**src/rtl/pll_reconfig_seq.sv**
```systemverilog
// Memory-clock PLL reconfiguration sequencer.
// Writes the fixed M/K/C0 register table, pulses PLL reset, waits for stable lock.
module pll_reconfig_seq #(
  parameter int unsigned GAP          = 7,
  parameter int unsigned RST_CYCLES   = 8,
  parameter int unsigned LOCK_STABLE  = 16,
  parameter int unsigned LOCK_TIMEOUT = 1000000
) (
  input  logic        clk,
  input  logic        reset,
  input  logic        req,
  input  logic [31:0] m_val,
  input  logic [31:0] k_val,
  input  logic [31:0] c0_val,
  output logic        busy,
  output logic        done,
  output logic        err,
  output logic [5:0]  mgmt_address,
  output logic [31:0] mgmt_writedata,
  output logic        mgmt_write,
  input  logic        mgmt_waitrequest,
  input  logic        pll_locked,
  output logic        pll_reset
);

  typedef enum logic [2:0] {IDLE, WR, GAPW, PRST, LOCK} state_t;

  state_t      state;
  logic [31:0] m_q, k_q, c0_q;
  logic [2:0]  idx;
  logic [7:0]  gcnt;
  logic [7:0]  rcnt;
  logic [15:0] stab, stab_n;
  logic [31:0] tmo, tmo_n;
  logic        pend;

  function automatic logic [37:0] wr_entry(
    input logic [2:0]  i,
    input logic [31:0] m,
    input logic [31:0] k,
    input logic [31:0] c0
  );
    logic [37:0] e;
    unique case (i)
      3'd0: e = {6'd0, 32'd0};
      3'd1: e = {6'd4, m};
      3'd2: e = {6'd7, k};
      3'd3: e = {6'd3, 32'h10000};
      3'd4: e = {6'd5, c0};
      3'd5: e = {6'd9, 32'd1};
      3'd6: e = {6'd8, 32'd7};
      3'd7: e = {6'd2, 32'd0};
    endcase
    return e;
  endfunction

  // saturating lock counters
  always_comb begin
    stab_n = '0;
    if (pll_locked)
      stab_n = (stab == '1) ? stab : stab + 16'd1;
    tmo_n = (tmo == '1) ? tmo : tmo + 32'd1;
  end

  always_ff @(posedge clk or posedge reset) begin
    if (reset) begin
      state          <= IDLE;
      busy           <= 1'b0;
      done           <= 1'b0;
      err            <= 1'b0;
      mgmt_address   <= '0;
      mgmt_writedata <= '0;
      mgmt_write     <= 1'b0;
      pll_reset      <= 1'b0;
      m_q            <= '0;
      k_q            <= '0;
      c0_q           <= '0;
      idx            <= '0;
      gcnt           <= '0;
      rcnt           <= '0;
      stab           <= '0;
      tmo            <= '0;
      pend           <= 1'b0;
    end else begin
      if (req && busy)
        pend <= 1'b1;
      unique case (state)
        IDLE: begin
          done <= 1'b0;
          err  <= 1'b0;
          if (req || pend) begin
            m_q        <= m_val;
            k_q        <= k_val;
            c0_q       <= c0_val;
            idx        <= '0;
            pend       <= 1'b0;
            busy       <= 1'b1;
            mgmt_write <= 1'b1;
            {mgmt_address, mgmt_writedata} <=
              wr_entry(3'd0, m_val, k_val, c0_val);
            state      <= WR;
          end else begin
            busy <= 1'b0;
          end
        end
        WR: begin
          if (!mgmt_waitrequest) begin
            if (idx == 3'd7) begin
              mgmt_write     <= 1'b0;
              mgmt_address   <= '0;
              mgmt_writedata <= '0;
              pll_reset      <= 1'b1;
              rcnt           <= '0;
              state          <= PRST;
            end else if (GAP == 0) begin
              idx <= idx + 3'd1;
              {mgmt_address, mgmt_writedata} <=
                wr_entry(idx + 3'd1, m_q, k_q, c0_q);
            end else begin
              mgmt_write     <= 1'b0;
              mgmt_address   <= '0;
              mgmt_writedata <= '0;
              gcnt           <= '0;
              state          <= GAPW;
            end
          end
        end
        GAPW: begin
          if (gcnt == 8'(GAP - 1)) begin
            idx        <= idx + 3'd1;
            mgmt_write <= 1'b1;
            {mgmt_address, mgmt_writedata} <=
              wr_entry(idx + 3'd1, m_q, k_q, c0_q);
            state      <= WR;
          end else begin
            gcnt <= gcnt + 8'd1;
          end
        end
        PRST: begin
          if (rcnt == 8'(RST_CYCLES - 1)) begin
            pll_reset <= 1'b0;
            stab      <= '0;
            tmo       <= '0;
            state     <= LOCK;
          end else begin
            rcnt <= rcnt + 8'd1;
          end
        end
        LOCK: begin
          stab <= stab_n;
          tmo  <= tmo_n;
          // busy holds through the done/err cycle; IDLE decides restart
          if (stab_n == 16'(LOCK_STABLE)) begin
            done  <= 1'b1;
            state <= IDLE;
          end else if (tmo_n == 32'(LOCK_TIMEOUT)) begin
            err   <= 1'b1;
            state <= IDLE;
          end
        end
        default: state <= IDLE;
      endcase
    end
  end

endmodule

```
**config.mk**
```make
export PLATFORM = sky130hd
export DESIGN_NAME = pll_reconfig_seq
export DESIGN_NICKNAME = d
export VERILOG_FILES = /design/src/rtl/pll_reconfig_seq.sv
export SDC_FILE = /design/constraint.sdc
export NUM_CORES = 1
export LEC_CHECK = 0
export BUFFER_PORTS_ARGS = -buffer_cell sky130_fd_sc_hd__buf_2
export CORE_ASPECT_RATIO = 1.5
export CORE_UTILIZATION = 50
export DETAILED_ROUTE_END_ITERATION = 12
export MAX_ROUTING_LAYER = met4
export PLACE_DENSITY = 0.71
export SKIP_LAST_GASP = 1
export SYNTH_ARGS = -nofsm -noshare
export SYNTH_HDL_FRONTEND = slang
export SYNTH_SLANG_ARGS = --single-unit
```
**constraint.sdc**
```tcl
create_clock -name clk -period 8.8 [get_ports clk]
set_clock_uncertainty 0.1 [all_clocks]
set_input_delay 1.76 -clock clk [delete_from_list [all_inputs] [get_ports clk]]
set_output_delay 1.76 -clock clk [all_outputs]
set_load 0.02 [all_outputs]
```
==> parameters.txt <==
Parameter                              Value

Critical path
  Launching element type of the critical path    register
  Delay of the slowest cell on the worst path    between 0.7 and 0.8 ns
  Type of the setup path with the least slack    reg2reg
  Worst Path Max Fanout    14
  Ordered cell list for the critical path    ha_1, and3_1, nand3_4, nor4_4, nor4_1, xor2_1, a2111o_1, nor4_2, o21ai_1
  Worst endpoint required time    about 9.1 ns
  Slowest stage cell on the critical path    sky130_fd_sc_hd__nor4_4
  Arr. time, crit path    ~3.8 ns
  Worst Setup End Kind    register

Route
  Detail-routed net length per standard cell    18.5 um
  Starting DRT DRC Count    542
  Remaining design rule violation count    0
  DR vias    8538
  First-pass iteration count of the detailed router    5
  Number of nets with antenna violations after detailed routing    0
  Total length of routed wires    26.1 mm
  Vias per cell    between 6 and 7

Cells and area
  Commonest non-fill, non-tap cells in the layout    208 x sky130_fd_sc_hd__dfrtp_1, 141 x sky130_fd_sc_hd__buf_2, 112 x sky130_fd_sc_hd__nand2_1, 98 x sky130_fd_sc_hd__mux2_2, 77 x sky130_fd_sc_hd__o21ai_0
  Antenna fix cells    0
  Most frequent standard cell in the layout excluding fill and tap cells    sky130_fd_sc_hd__dfrtp_1
  Number of non-filler instances in the completed layout    1407
  Share of cells above drive strength 1    27.5%
  Area added between synthesis and finish    14.7%
  Net total in the final layout    1243

Floorplanning
  Die area    between 20000 and 25000 um^2
  Core box area    20600 um^2
  Site row count    64
  Ports placed on the boundary    144
  Effective utilization at floorplan    between 50 and 60%
  Floorplan die height    180 um
  Chip width    between 100 and 150 um

CTS
  TritonCTS Buffers    21
  Max Buffers Root-to-Sink    3
  Post-CTS Setup Repair Bufs    0
  Depth of the CTS H-tree    1
  Root buf cell    sky130_fd_sc_hd__clkbuf_16
  Number of clock sinks    208
  TritonCTS clock tree    yes
  Number of gates given a new drive strength after cts    0
  Post-CTS Hold Buffers    0
  Clock latency at the later pin of the worst-skew pair    just under 0.5 ns
  Clock Pin Slew Worst Setup and Hold Paths    0.06 ns

Yosys
  Number of storage elements in the synthesis netlist    208
  Top FF cell, synth    sky130_fd_sc_hd__dfrtp_1
  Fraction of synthesis flops using an asynchronous set or reset pin    100%
  Number of different library cells in the post-synthesis netlist    71
  Sequential area share after synthesis    about half
  Post-synth design cell area    ~11000 um^2
  Leading area contributor after synthesis    sky130_fd_sc_hd__dfrtp_1
  Post-synth top area share    49.2%
  Number of enable flip-flop cells after synthesis    0
  Synth warn    0
  Cells after synthesis    roughly 1000
  Dominant cells by area after synthesis    sky130_fd_sc_hd__dfrtp_1 49%, sky130_fd_sc_hd__mux2_2 10%, sky130_fd_sc_hd__nand2_1 4.0%
  Mapped Avg Cell Area    10.3 um^2

GRT
  GR Util met3    4.75%
  Largest net degree at the start of global routing    around 130
  Routing usage on met1    27.5%
  First-pass GRT wire length    42.8 mm
  Vias in the first global route    around 8700
  Initial antenna violation count    0
  Met2 track demand over resource in global routing    between 40 and 50%
  GRT Overall Usage    between 20% and 30%
  Most Crowded Layer GR    met2
  Total gr overflow    0

STA
  Hold_ws    0.378 ns
  Slew at the pin with the worst max-slew slack    approximately 1.1 ns
  Minimum clock period    3.56 ns
  Highest attainable clock frequency    around 0.28 GHz
  Endpoints failing hold    0
  Tcrit/Tclk final    40.5%
  RSZ-0062 raised after global routing    no
  Setup_tns    0 ns
  Relative slew slack    23.5%
  PnR worst setup slack    5.24 ns
  Max Transition Viols Final    0
  Count of final setup violators    0

Placed design
  Number of I/O port buffers    about 140
  Placed wire-length estimate after detailed placement    17.9 mm
  RePlAce Congestion    ~0.95
  Post-Place Setup Slack    4.76 ns
  Inst Count DP    1372

Run status
  Result of the run    finished, final reports clean

Job
  Max-capacitance violation count    0

Power
  Total leakage power    about 0.0053 uW
  Power per standard cell area    307 nW/um^2
  Worst ir drop on vdd    ~0.22 mV
  Post-route total power    3730 uW

Hold path
  Worst min-delay path category    reg2reg
-- power by group --
| group | leakage (uW) | switching [uW] | internal [uW] |
|---|---|---|---|
| Sequential | 0.00265 | 232 | 1290 |
| Clock | 0.000353 | 364 | 579 |
| Combinational | 0.00233 | 684 | 576 |
| Total | 0.00533 | 1280 | 2450 |
-- synth_stat cells, types with 10 or more instances --
cell type and instances:
sky130_fd_sc_hd__nor3_1 20, sky130_fd_sc_hd__o21ai_0 77, sky130_fd_sc_hd__nand4_1 22, sky130_fd_sc_hd__o31ai_1 40, sky130_fd_sc_hd__xor2_1 13, sky130_fd_sc_hd__nor2_1 53, sky130_fd_sc_hd__and3_1 12, sky130_fd_sc_hd__mux2_2 98
sky130_fd_sc_hd__nand3_1 42, sky130_fd_sc_hd__dfrtp_1 208, sky130_fd_sc_hd__xnor2_1 11, sky130_fd_sc_hd__ha_1 11, sky130_fd_sc_hd__nand2_1 112, sky130_fd_sc_hd__a31oi_1 13, sky130_fd_sc_hd__a21oi_1 59, sky130_fd_sc_hd__a22o_1 35
sky130_fd_sc_hd__clkbuf_1 42, sky130_fd_sc_hd__buf_2 18, sky130_fd_sc_hd__inv_1 10
-- path summary, 6_finish.rpt --
kind                                     from            endpoint  slack [ns]  cells after the start
max                                    tmo[0]            state[2]        5.24                      9
min                        mgmt_writedata[18]  mgmt_writedata[18]        0.38                      2
max reg2reg                            tmo[0]            state[2]        5.24                      9
min reg2reg                mgmt_writedata[18]  mgmt_writedata[18]        0.38                      2
max in group asynchronous               reset             c0_q[8]        5.64                      3
min in group asynchronous               reset             k_q[14]        1.33                      2
-- metal layers --
| metal | routed length [um] | up-vias |
|---|---|---|
| met2 | 13700 | 256 |
| li1 | - | 3982 |
| met1 | 9970 | 4227 |
| met4 | 896 | 0 |
| met5 | 0 | - |
| met3 | 1510 | 73 |
-- through the flow --
step | area [um^2] | util, %
after CTS | 12100 | 58.9
after global placement | 11400 | 55.4
after global routing | 12100 | 58.9
after detailed placement | 11400 | 55.4
after floorplan | 10600 | -
final | 12100 | 58.9
-- sequential cells by signal, summed over array words and instances (netlist names) --
register,flops
rcnt,8
mgmt_write,1
m_q,32
k_q,32
idx,3
stab,16
busy,1
done,1
mgmt_writedata,32
gcnt,8
c0_q,32
tmo,32
state,3
mgmt_address,4
err,1
pll_reset,1
pend,1
-- cell families (layout without fill, tap and decap cells) --
logic type	after synthesis	in the layout	synth area share, %
buffers and inverters	81	196	3.41
other	1	2	0.0355
adders and majority gates	11	11	1.30
muxes	103	103	10.9
xor gates and xnor gates	24	24	1.99
DFF	208	208	49.2
AOI/OAI and AO/OA	265	265	16.1
and+or+nand+nor	334	334	17.0
-- area by class of cell --
type | instances | area (um^2)
Clock inverter | 7 | 135
Sequential cell | 208 | 5200
Fill cell | 1727 | 8450
Multi-Input combinational cell | 739 | 5050
Clock buffer | 28 | 582
Inverter | 10 | 45.0
Tap cell | 264 | 330
Timing Repair Buffer | 151 | 781
-- worst max-delay path, delay by kind of cell (launching register included) --
| family | cells | cell delay, ns |
|---|---|---|
| xor gates and xnor gates | 1 | 0.22 |
| adders and majority gates | 1 | 0.31 |
| AOI/OAI and AO/OA | 2 | 0.52 |
| DFF | 1 | 0.45 |
| and+or+nand+nor | 5 | 1.81 |
(Power assumes the default switching activity.)
